File: src/rtl/fir_mac_sched.sv
// rtl/fir_mac_sched.sv - round-robin scheduler sharing one serial FIR MAC between NCH channels
module fir_mac_sched #(
    parameter int NCH      = 4,
    parameter int CH_BITS  = 2,
    parameter int TAPS     = 32,
    parameter int TAP_BITS = 5
) (
    input  logic                clk,
    input  logic                reset,
    input  logic [NCH-1:0]      sample,
    input  logic                ovClr,
    output logic [CH_BITS-1:0]  ch,
    output logic [TAP_BITS-1:0] qSel,
    output logic                clr,
    output logic                macEn,
    output logic                oe,
    output logic [CH_BITS-1:0]  oeCh,
    output logic                busy,
    output logic [NCH-1:0]      overrun
);

    typedef enum logic [1:0] {IDLE, CLR, RUN, DUMP} state_t;

    localparam logic [TAP_BITS-1:0] TAP_LAST = TAP_BITS'(TAPS - 1);

    state_t               state, state_n;
    logic [NCH-1:0]       pend;
    logic [CH_BITS-1:0]   last;
    logic [CH_BITS-1:0]   gnt_idx;
    logic [CH_BITS-1:0]   probe;
    logic                 gnt_any;
    logic                 grant;
    logic                 last_tap;
    logic [NCH-1:0]       gnt_mask;
    logic [NCH-1:0]       ov_evt;

    assign last_tap = (qSel == TAP_LAST);
    assign oeCh     = ch;

    // Walk downward so the channel nearest last+1 is the one that sticks.
    always_comb begin
        gnt_any = 1'b0;
        gnt_idx = '0;
        probe   = '0;
        for (int k = NCH; k >= 1; k--) begin
            probe = CH_BITS'((int'(last) + k) % NCH);
            if (pend[probe]) begin
                gnt_any = 1'b1;
                gnt_idx = probe;
            end
        end
    end

    always_ff @(posedge clk or negedge reset) begin
        if (!reset) begin
            state <= IDLE;
        end else begin
            state <= state_n;
        end
    end

    always_comb begin
        state_n = state;
        clr     = 1'b0;
        macEn   = 1'b0;
        oe      = 1'b0;
        busy    = (state != IDLE);
        grant   = 1'b0;
        case (state)
            IDLE: begin
                if (gnt_any) begin
                    grant   = 1'b1;
                    state_n = CLR;
                end
            end
            CLR: begin
                clr     = 1'b1;
                state_n = RUN;
            end
            RUN: begin
                macEn = 1'b1;
                if (last_tap) begin
                    state_n = DUMP;
                end
            end
            DUMP: begin
                oe = 1'b1;
                if (gnt_any) begin
                    grant   = 1'b1;
                    state_n = CLR;
                end else begin
                    state_n = IDLE;
                end
            end
            default: state_n = IDLE;
        endcase
    end

    // A strobe on the channel being filtered corrupts its delay line mid-run.
    always_comb begin
        gnt_mask = grant ? (NCH'(1) << gnt_idx) : '0;
        ov_evt   = sample & pend;
        if (state != IDLE) begin
            ov_evt = ov_evt | (sample & (NCH'(1) << ch));
        end
    end

    always_ff @(posedge clk or negedge reset) begin
        if (!reset) begin
            pend    <= '0;
            overrun <= '0;
            ch      <= '0;
            last    <= CH_BITS'(NCH - 1);
            qSel    <= '0;
        end else begin
            pend    <= (pend & ~gnt_mask) | sample;
            overrun <= (ovClr ? '0 : overrun) | ov_evt;
            if (grant) begin
                ch   <= gnt_idx;
                last <= gnt_idx;
            end
            qSel <= (state == RUN && !last_tap) ? qSel + TAP_BITS'(1) : '0;
        end
    end

endmodule

File: config.mk
export PLATFORM = sky130hd
export DESIGN_NAME = fir_mac_sched
export DESIGN_NICKNAME = d
export VERILOG_FILES = /design/src/rtl/fir_mac_sched.sv
export SDC_FILE = /design/constraint.sdc
export NUM_CORES = 1
export LEC_CHECK = 0
export ABC_AREA = 1
export CORE_MARGIN = 1
export CORE_UTILIZATION = 52
export CTS_BUF_LIST = sky130_fd_sc_hd__clkbuf_4 sky130_fd_sc_hd__clkbuf_8
export DETAILED_ROUTE_END_ITERATION = 6
export PLACE_DENSITY = 0.81
export SETUP_SLACK_MARGIN = 0.4
export SLEW_MARGIN = 20
export SYNTH_ARGS = -nofsm -noshare
export SYNTH_HDL_FRONTEND = slang
export SYNTH_SLANG_ARGS = --single-unit
File: constraint.sdc
create_clock -name clk -period 2.3 [get_ports clk]
set_clock_uncertainty 0.15 [all_clocks]
set_input_delay 0.575 -clock clk [delete_from_list [all_inputs] [get_ports clk]]
set_output_delay 0.575 -clock clk [all_outputs]
set_load 0.05 [all_outputs]
# Word-level counts from Yosys, hierarchy flattened

Index checks and enable logic that the tools add are counted.

Add/sub/neg operators: 5
Multiply operators: 0
Divide/modulo/power cells: 0
Magnitude comparators: 4
Equality and inequality tests: 6
Shift-type cells: 2
Multiplexer cells: 29
Bitwise gates (word level): 7
Reduce and logical (&&, ||, !) cells: 6

Operators by type and width:

| operator            | count |
|---|---|
| $mux 1              | 14 |
| $and 4x4->4         | 3 |
| $lt 2x3->1 const B  | 4 |
| $mux 2              | 6 |
| $mux 4              | 3 |
| $or 4x4->4          | 3 |
| $bmux 1 s2          | 4 |
| $pmux 2 s4          | 1 |
| $shl 1x2->4 const A | 2 |
| $add 5x1->5 const B | 1 |
| $eq 5x5->1 const B  | 1 |
| $mux 5              | 1 |
| $add 2x1->2 const B | 2 |
| $add 2x2->2 const B | 2 |
| $eq 2x2->1 const B  | 2 |
| $ne 2x2->1 const B  | 2 |
| $not 4->4           | 1 |
| $eq 2x1->1 const B  | 1 |
| $logic_not 2->1     | 1 |
| $reduce_and 2->1    | 1 |
| $reduce_bool 2->1   | 1 |
| $reduce_or 2->1     | 1 |
| $logic_and 1x1->1   | 1 |
| $logic_not 1->1     | 1 |

Register bits: 19
Latch bits: 0
Memory bits (writable): 0
Memory bits (read-only): 0
Output and inout bits: 17
Logic and storage cells: 65
Memories kept: 0

# Longest topological paths before layout

Gate-level depths: netlist of run 1.

Word-level depth: 13
Mapped depth: 13
Depth with buffers taken out: 12

# Worst setup path before layout of run 1

OpenSTA, ideal clock, no wires.

Path type: register to register
From: reg qSel[0]
To: reg state[0]
Library setup time: 128 ps
Arrival time: 1618 ps
Data required time: 2022 ps
Path slack: 404 ps
Stages on the path, launching flop included: 10
Clock period less this slack: 1896 ps
Path through: dfrtp_1 ha_1 nand2_1 nor2_1 ha_1 inv_1 nand2_1 nand2_2 o21ai_1 o21ai_0

Cells in the longest elaborated chain, start to end: 3

RTL lines:

| item                       | line | RTL |
|---|---|---|
| from (decl)                | 13   | `output logic [TAP_BITS-1:0] qSel,` |
| from (signal assigned)     | 122  | `qSel <= (state == RUN && !last_tap) ? qSel + TAP_BITS'(1) : '0;` |
| $eq 5x5->1                 | 37   | `assign last_tap = (qSel == TAP_LAST);` |
| $ne 2x2->1 (no line)       | n/a  |  |
| $reduce_and 2->1 (no line) | n/a  |  |
| to (signal assigned)       | 58   | `state <= state_n;` |
| to (decl)                  | 26   | `state_t state, state_n;` |

No other way between the ends.
A chain may end at the register's enable or synchronous reset.

# Worst setup path in the final report of run 1

From: reg state[1]
To: out busy

Cells in the longest elaborated chain, start to end: 1

RTL lines:

| item              | line | RTL |
|---|---|---|
| $reduce_bool 2->1 | 67   | `busy = (state != IDLE);` |
| to (decl)         | 18   | `output logic busy,` |

No other way between the ends.

==> results of run 1 <==
cell type report:
type,count,area (µm²),area share [%]
inverters,28,113,6.76
well taps,27,33.8,2.03
clock buffers,3,22.5,1.35
flip-flops and latches,19,478,28.7
repair buffers,34,365,21.9
multi-input cells,94,647,38.8
clock inverters,1,7.51,0.450
worst max-delay path, cell delays in order, from the launching register on:
cell,delay (ns)
dfrtp_1,0.44
inv_2,0.14
ha_4,0.19
inv_4,0.05
buf_12,0.14
cell usage in the layout, fill, tap and decap left out, drive strengths merged, types with 2 or more instances in the layout:
cell	count
a21oi	2
a31oi	3
buf	17
clkbuf	4
clkdlybuf4s15	10
clkdlybuf4s50	6
dfrtp	17
dfstp	2
ha	6
inv	27
nand2	47
nand3	7
nor2	9
nor3	2
o21ai	10
o21bai	2
o22ai	3
stage by stage:
step	std cells	setup slack [ns]	util (%)	hold WS, ns	instance area, µm²
6_report	206	0.323	81.6	0.356	1670
2_1_floorplan	144	0.404	-	0.129	1170
3_3_place_gp	192	0.397	70.6	0.322	1440
5_1_grt	206	0.287	81.6	0.393	1670
4_1_cts	200	0.329	77.3	0.361	1580
3_5_place_dp	192	0.366	70.6	0.344	1440
metal layers:
metal / vias up / GRT usage [%] / wire length, µm
met1: 500 / 28.2 / 1230
met5: - / 0 / 0
li1: 519 / - / -
met3: 4 / 4.32 / 92
met4: 0 / 5.71 / 19
met2: 28 / 41.3 / 1540
flip-flops by register name, summed over array words and instances (netlist names):
register  cells
qSel          5
overrun       4
pend          4
ch            2
last          2
state         2
path summary, 6_finish.rpt:
check | start | to | slack (ns) | depth (start not counted)
worst max-delay path | state[1] | busy | 0.32 | 4
worst min-delay path | qSel[0] | qSel[0] | 0.36 | 1
worst max register to register | last[0] | pend[3] | 0.37 | 11
worst min register to register | qSel[0] | qSel[0] | 0.36 | 1
max in group asynchronous | reset | last[1] | 1.30 | 2
min in group asynchronous | reset | overrun[3] | 0.43 | 2
kinds of logic (layout without fill, tap and decap cells):
family / count (synthesis) / in the layout / share of synthesized area [%]
fa+ha+maj: 6 / 6 / 6.40
buf+inv: 31 / 66 / 11.6
flops: 19 / 19 / 40.7
xor+xnor: 1 / 1 / 0.746
compound gates: 21 / 21 / 11.8
simple gates: 66 / 66 / 28.7
power by group through the flow:
| stage | combinational (W) | clock (W) | sequential (W) |
|---|---|---|---|
| 3_5_place_dp | 0.0000537 | 0 | 0.000348 |
| 6_report | 0.0000510 | 0.000182 | 0.000341 |
| 4_1_cts | 0.0000524 | 0.000184 | 0.000342 |
| 3_3_place_gp | 0.0000528 | 0 | 0.000347 |
| 2_1_floorplan | 0.00000622 | 0 | 0.000365 |
| 5_1_grt | 0.0000554 | 0.000195 | 0.000342 |
what timing repair did:
action / 4_1_cts / 5_1_grt
gates cloned: 0 / 0
setup buffers: 4 / 6
endpoints found under the setup margin: 15 / 12
pin swaps: 1 / 8
resized for setup: 47 / 19
==> impl_metrics.csv, run 1 <==
group,metric,value,unit
status,status,"completed",
yosys,synth_edf_count,0,
yosys,async_flop_share,100,%
yosys,synth_most_common_cell,"nand2_1",
timing,setup_tns,0,ns
cells_and_area,areaGrowthSynthToFinish,42.0,%
yosys,avgSynthCellArea,8.15,µm²
clock_network,htreeDepth,1,
drt,drt_iter0_drc,23,
yosys,ys_seq_area_share,40.7,%
yosys,netlist.area_leader.share,36.2,%
timing,hold_violations,0,
timing,finalWorstPathRequiredPeriod,1.98,ns
floorplan,core_area,2040,µm²
yosys,synth_cell_type_count,28,
power_and_ir_drop,powerDensity,345,nW/µm²
clock_network,cts.sinks,19,
drt,via_per_inst,5.10,
cells_and_area,fillCellCount,130,
timing,setup_viol,0,
worst_setup_path,critical_path_arrival,1.25,ns
grt,overflow,0,
hold_path,hold_path.class,"reg -> reg",
drt,vias,1051,
worst_setup_path,cp-start-kind,"flip-flop",
power_and_ir_drop,p_leak,0.857,nW
cells_and_area,nets,193,
timing,slew_headroom,80.9,%
floorplan,row_count,16,
yosys,ys_warn_count,0,
clock_network,numCtsBuffers,3,
worst_setup_path,crit_required,1.57,ns
clock_network,cts-root-buf,"clkbuf_4",
power_and_ir_drop,switching_power,0.000151,W
yosys,ys.flop_type,"dfrtp_1",
floorplan,fp.dieArea,2450,µm²
power_and_ir_drop,seq_power_share,59.4,%
power_and_ir_drop,p_int,0.000424,W
clock_network,clockBufferDepth,2,
floorplan,initial_core_util,57.5,%
place,place_congestion,0.846,
cells_and_area,drive_gt1_share,42.5,%
timing,maxSlewViolCount,0,
clock_network,clk_pin_slew,0.12,ns
grt,grtUsageTotal,23.0,%
power_and_ir_drop,switching_share,26.3,%
yosys,netlist_top_cells_count,"nand2_1, inv_1, dfrtp_1",
grt,grt_max_degree,20,
floorplan,die_height,49.5,µm
grt,grt_pass1_wl,4310,µm
floorplan,die_w,49.5,µm
cells_and_area,num_antenna_cells,0,
power_and_ir_drop,pwr-share-clk,31.7,%
yosys,netlist_instances,144,
drt,post_drt_wl_per_cell,14.0,µm
drt,drtPass1Iterations,4,
clock_network,cts_hold_buf,0,
power_and_ir_drop,ir_drop,0.000410,V
yosys,synth_top_area_cell,"dfrtp_1",
yosys,syn_area,1170,µm²
yosys,synth_fp_nets,157,
clock_network,cts_tree,"built",
yosys,ys_seq_elements,19,
drt,drc,0,
worst_setup_path,worstSetupEndpointType,"primary output",
worst_setup_path,crit_type,"reg -> out",
timing,worst_pin_slew,0.288,ns
timing,timing.final.crit_share,86.0,%
grt,grt_pass1_vias,1008,
timing,max_freq,506,MHz
grt,antenna_found_initial,0,
drt,wl,2880,µm
power_and_ir_drop,power_frac_comb,8.9,%
drt,antenna_left,0,
place,io_buffer_count,23,
timing,rsz0062_at_grt,"true",
yosys,synthTopCellsByArea,"dfrtp_1, nand2_1, inv_1",
power_and_ir_drop,total_power,0.000575,W
worst_setup_path,cp_max_fo,4,
run,drv_cap,0,
floorplan,ioPinCount,24,
place,place_hpwl,1870,µm
clock_network,clock_latency,0.31,ns
(Power assumes the default switching activity.)
==> inputs of run 2 (changes only) <==
CORE_MARGIN = 2   (was 1)
TNS_END_PERCENT = 30   (was unset)
==> run 2 against run 1 <==
Against the previous run:
- first-iteration DRC count shrank 8.7%
- maximum frequency grew 0.48%
- wire length shrank 13%
- worst setup slack gained 0.0094 ns
- non-clock buffer count shrank 4
- register-to-register slack gained 0.06 ns
- final area shrank 7.1%
- core utilization shrank 10 points
- critical endpoint is now overrun[0]
==> impl_metrics.csv, run 2 (synthesis gave the netlist of run 1 again) <==
group,metric,value,unit
worst_setup_path,path_cells,"dlygate4sd2_1",
power_and_ir_drop,p_leak,0.819,nW
cells_and_area,mostFrequentLayoutCells,"nand2_1, inv_1, dfrtp_1",
grt,top_usage_layer,"met2",
worst_setup_path,crit_required,1.57,ns
clock_network,cts_tree,"built",
grt,grt_pass1_wl,4400,µm
status,status,"completed",
timing,rsz0062_at_grt,"true",
worst_setup_path,cp_max_fo,2,
cells_and_area,reg.largest.list,"qSel: 5 flops, overrun: 4 flops, pend: 4 flops",
grt,use_met1,29.5,%
timing,maxSlewViolCount,0,
place,dp_cells,193,
drt,drt_iter0_drc,21,
clock_network,clk_pin_slew,0.12,ns
floorplan,fp.dieArea,2650,µm²
timing,max_freq,508,MHz
floorplan,initial_core_util,54.1,%
place,place_congestion,0.922,
cells_and_area,final_cells,203,
cells_and_area,stdcell_area,1550,µm²
drt,vias,1048,
floorplan,die_height,51.5,µm
grt,grtUsageMet2,38.5,%
worst_setup_path,worstSetupEndpointType,"primary output",
worst_setup_path,critPathSlowestCell,"dlygate4sd2_1",
cells_and_area,final_common_cell,"nand2_1",
timing,hold_violations,0,
timing,fin_hold_ws,0.392,ns
timing,finalWorstPathRequiredPeriod,1.97,ns
timing,setup_tns,0,ns
floorplan,row_count,17,
clock_network,cts.sinks,19,
drt,post_drt_wl_per_cell,12.4,µm
timing,setup_viol,0,
power_and_ir_drop,powerDensity,370,nW/µm²
timing,timing.final.crit_share,85.5,%
worst_setup_path,cp-start-kind,"flip-flop",
grt,antenna_found_initial,0,
timing,worst_pin_slew,0.515,ns
place,place_area,1440,µm²
clock_network,clock_latency,0.31,ns
run,drv_cap,0,
worst_setup_path,cp_num_buf_inv,1,
place,place_hpwl,1890,µm
worst_setup_path,crit_type,"reg -> out",
place,io_buffer_count,23,
worst_setup_path,critPathMaxStageDelay,0.55,ns
cells_and_area,drive_gt1_share,31.4,%
drt,antenna_left,0,
cells_and_area,nets,189,
clock_network,numCtsBuffers,3,
drt,drc,0,
grt,overflow,0,
grt,grt_pass1_vias,1007,
clock_network,htreeDepth,1,
cells_and_area,areaGrowthSynthToFinish,31.9,%
cells_and_area,num_antenna_cells,0,
clock_network,cts-root-buf,"clkbuf_4",
floorplan,ioPinCount,24,
grt,use_met3,2.01,%
drt,via_per_inst,5.16,
timing,slew_headroom,65.8,%
clock_network,cts_hold_buf,0,
floorplan,core_area,2170,µm²
floorplan,die_w,51.5,µm
drt,wl,2520,µm
clock_network,clockBufferDepth,2,
worst_setup_path,critical_path_arrival,1.24,ns
worst_setup_path,path_delay_family,"buffers and inverters",
cells_and_area,fillCellCount,175,
grt,grtUsageTotal,22.2,%
hold_path,hold_path.class,"reg -> reg",
cells_and_area,regMostFlops,"qSel",
cells_and_area,largest_reg_flops,5,
drt,drtPass1Iterations,4,
grt,grt_max_degree,20,
power_and_ir_drop,ir_drop,0.000388,V
power_and_ir_drop,total_power,0.000573,W
-- run 2: cell count changes in the layout (fill, tap and decap cells not counted), sizes merged --
cell           before  now
dlygate4sd2         0    6
clkinv              1    0
clkdlybuf4s15      10    4
buf                17   13
inv                27   28
-- run 2: path summary, 6_finish.rpt --
path                             from          to  slack, ns  depth (start not counted)
max reg2reg                   last[0]     last[1]       0.43                          8
min in group asynchronous       reset  overrun[3]       0.42                          2
max in group asynchronous       reset     last[1]       1.31                          2
min reg2reg                   qSel[0]     qSel[0]       0.39                          1
min                           qSel[0]     qSel[0]       0.39                          1
max                        overrun[0]  overrun[0]       0.33                          1
-- run 2: final cells by class --
class | count | area [µm²] | area share, %
inverters | 28 | 113 | 7.28
multi-input cells | 94 | 587 | 37.9
clock buffers | 3 | 22.5 | 1.46
flip-flops and latches | 19 | 478 | 30.9
clock inverters | 1 | 7.51 | 0.485
well taps | 28 | 35.0 | 2.26
repair buffers | 30 | 305 | 19.7
-- run 2: metal layers --
layer | vias to the layer above | part of all wire (%) | wire [µm]
li1 | 510 | - | -
met1 | 501 | 42 | 1050
met2 | 29 | 51 | 1290
met3 | 8 | 4.1 | 102
met4 | 0 | 2.8 | 71
met5 | - | 0 | 0
-- run 2: timing repair --
action	4_1_cts	5_1_grt
endpoints found under the setup margin	14	18
hold endpoints to repair	0	0
resized for setup	23	9
pin swaps	0	2
buffers inserted	1	5
-- run 2: worst register-to-register path, delay by kind of cell, from the launching register on --
kind | cells | cell delay (ns)
and+or+nand+nor | 5 | 0.52
DFF | 1 | 0.67
buffers and inverters | 2 | 0.31
AOI/OAI and AO/OA | 1 | 0.14
-- run 2: through the flow --
step | setup WS, ns | utilization (%)
after floorplan | 0.404 | -
after CTS | 0.310 | 68.6
after detailed placement | 0.364 | 66.5
final | 0.332 | 71.3
after global routing | 0.277 | 71.3
after global placement | 0.388 | 66.5
-- run 2: power by group --
| part | switching [W] | total (W) | internal, W | leakage [nW] |
|---|---|---|---|---|
| Clock | 0.000115 | 0.000182 | 0.0000666 | 0.0139 |
| Sequential | 0.00000250 | 0.000341 | 0.000339 | 0.200 |
| Combinational | 0.0000324 | 0.0000498 | 0.0000175 | 0.606 |
| Total | 0.000150 | 0.000573 | 0.000423 | 0.819 |
==> inputs of run 3 (changes only) <==
CTS_BUF_LIST = sky130_fd_sc_hd__clkbuf_4   (was sky130_fd_sc_hd__clkbuf_4 sky130_fd_sc_hd__clkbuf_8)
clock period = 2.15 ns   (was 2.3 ns; I/O delays follow)
==> run 3 against run 2 <==
Against the previous run:
- flip-flop and latch count unchanged
- total power up 5.7%
- global-route usage up 0.84 points
- die area unchanged
- worst setup slack worse by 0.057 ns
- wire length up 7.1%
- non-clock buffer count up 3
- core utilization up 3.6 points
- largest power group unchanged
==> impl_metrics.csv, run 3 (synthesis gave the netlist of run 1 again) <==
group,metric,value,unit
status,status,"completed",
drt,dr_wl_met2,1430,µm
power_and_ir_drop,powerDensity,373,nW/µm²
grt,grt_max_degree,13,
power_and_ir_drop,ir_drop,0.000375,V
drt,topRoutingLayerUsed,"met4",
drt,drtPass1Iterations,4,
drt,via_per_inst,5.04,
power_and_ir_drop,seq_power_share,60.4,%
timing,finalWorstPathRequiredPeriod,1.87,ns
grt,overflow,0,
timing,worst_pin_slew,0.333,ns
place,place_congestion,0.768,
power_and_ir_drop,p_int,0.000454,W
cells_and_area,drive_gt1_share,42.7,%
drt,wl,2690,µm
drt,wl_met3,107,µm
cells_and_area,fillCellCount,166,
power_and_ir_drop,power_frac_comb,9.0,%
cells_and_area,areaGrowthSynthToFinish,38.5,%
timing,maxSlewViolCount,0,
drt,drc,0,
floorplan,fp.dieArea,2650,µm²
worst_setup_path,rr_worst_depth,7,
cells_and_area,reg.largest.list,"qSel: 5 flops, overrun: 4 flops, pend: 4 flops",
floorplan,core_area,2170,µm²
clock_network,cts.sinks,19,
worst_setup_path,path_cells,"inv_2 -> ha_4 -> inv_4 -> buf_12",
worst_setup_path,critPathSlowestCell,"dfrtp_1",
cells_and_area,num_antenna_cells,0,
floorplan,initial_core_util,54.1,%
drt,post_drt_wl_per_cell,13.1,µm
hold_path,hold_path.class,"in -> async",
place,place_area,1430,µm²
cells_and_area,nets,192,
timing,final.setup.worst_slack,0.275,ns
floorplan,ioPinCount,24,
cells_and_area,largest_reg_flops,5,
clock_network,htreeDepth,1,
clock_network,cts-root-buf,"clkbuf_4",
drt,vias,1039,
power_and_ir_drop,switching_power,0.000152,W
worst_setup_path,r2r_slack,0.31,ns
timing,slew_headroom,77.7,%
clock_network,numCtsBuffers,3,
worst_setup_path,r2r_start,"last[0]",
cells_and_area,final_common_cell,"nand2_1",
place,pre_cts_ws,0.359,ns
worst_setup_path,worstSetupEndpointType,"primary output",
worst_setup_path,critical_path_arrival,1.19,ns
worst_setup_path,critPathMaxStageDelay,0.43,ns
power_and_ir_drop,switching_share,25.1,%
timing,hold_violations,0,
timing,rsz0062_at_grt,"true",
grt,grt_pass1_vias,1076,
place,place_hpwl,1890,µm
grt,grt_pass1_wl,4620,µm
worst_setup_path,crit_type,"reg -> out",
timing,max_freq,533,MHz
clock_network,clockBufferDepth,2,
cells_and_area,final_cells,206,
place,dp_cells,193,
cells_and_area,multi_input_area,634,µm²
floorplan,die_w,51.5,µm
timing,timing.final.crit_share,87.2,%
floorplan,die_height,51.5,µm
drt,drt_iter0_drc,17,
clock_network,clk_pin_slew,0.12,ns
timing,setup_viol,0,
floorplan,row_count,17,
cells_and_area,regMostFlops,"qSel",
cells_and_area,stdcell_area,1630,µm²
grt,antenna_found_initial,0,
clock_network,cts_tree,"built",
run,drv_cap,0,
worst_setup_path,reg2reg_to,"ch[0]",
power_and_ir_drop,p_leak,0.826,nW
drt,met1_length,1120,µm
clock_network,clock_latency,0.30,ns
worst_setup_path,crit_required,1.46,ns
timing,setup_tns,0,ns
place,io_buffer_count,23,
grt,grtUsageTotal,23.0,%
power_and_ir_drop,pwr-share-clk,30.6,%
worst_setup_path,cp-start-kind,"flip-flop",
worst_setup_path,cp_max_fo,3,
cells_and_area,seqCellArea,480,µm²
drt,antenna_left,0,
cells_and_area,mostFrequentLayoutCells,"nand2_1, inv_1, buf_4",
[run 3: cell types whose count changed in the layout (fill, tap and decap cells not counted), sizes merged]
cell | previous run | this run
buf | 13 | 27
dlygate4sd2 | 6 | 0
clkdlybuf4s15 | 4 | 0
clkbuf | 4 | 3
[run 3: what timing repair did]
item / CTS / global route
gates cloned: 0 / 0
setup endpoints to repair: 9 / 17
hold buffers: 0 / 0
resized for setup: 14 / 9
setup buffers: 6 / 3
hold endpoints to repair: 0 / 0
pin swaps: 2 / 3
[run 3: power groups by stage]
stage / clock network [W] / logic, W / registers, W
after global placement: 0 / 0.0000547 / 0.000372
after detailed placement: 0 / 0.0000552 / 0.000372
after CTS: 0.000189 / 0.0000553 / 0.000365
after global routing: 0.000205 / 0.0000594 / 0.000366
final: 0.000186 / 0.0000546 / 0.000366
after floorplan: 0 / 0.00000665 / 0.000390
[run 3: per-layer routing]
metal / track usage (%) / vias to the layer above
met2: 42.9 / 31
met5: 0 / -
met4: 6.14 / 0
met3: 4.02 / 4
met1: 27.0 / 492
li1: - / 512
[run 3: how the worst max path moves through the flow]
stage | start | end | slack, ns | cells after the start
floorplan | qSel[0] | state[0] | 0.41 | 9
global placement | last[0] | pend[0] | 0.40 | 9
detailed placement | last[0] | pend[0] | 0.36 | 9
CTS | state[1] | busy | 0.28 | 4
global route | last[0] | pend[3] | 0.18 | 11
finish | state[0] | busy | 0.28 | 4
[run 3: cell type report]
| class | count | share of cell area, % |
|---|---|---|
| clock buffers | 3 | 1.39 |
| clock inverters | 1 | 0.462 |
| inverters | 28 | 6.93 |
| multi-input cells | 94 | 39.0 |
| flip-flops and latches | 19 | 29.6 |
| well taps | 28 | 2.16 |
| repair buffers | 33 | 20.5 |
[run 3: per-stage QoR]
stage	hold WS [ns]	utilization, %	power (W)
floorplan	0.0919	-	0.000397
global placement	0.305	65.9	0.000426
detailed placement	0.314	65.9	0.000427
CTS	0.331	72.1	0.000610
global route	0.354	74.9	0.000631
finish	0.329	74.9	0.000606
[run 3: worst max-delay path, delay by kind of cell (launching register included)]
family | cells | cell delay (ns)
fa+ha+maj | 1 | 0.16
buf+inv | 3 | 0.30
flops | 1 | 0.43
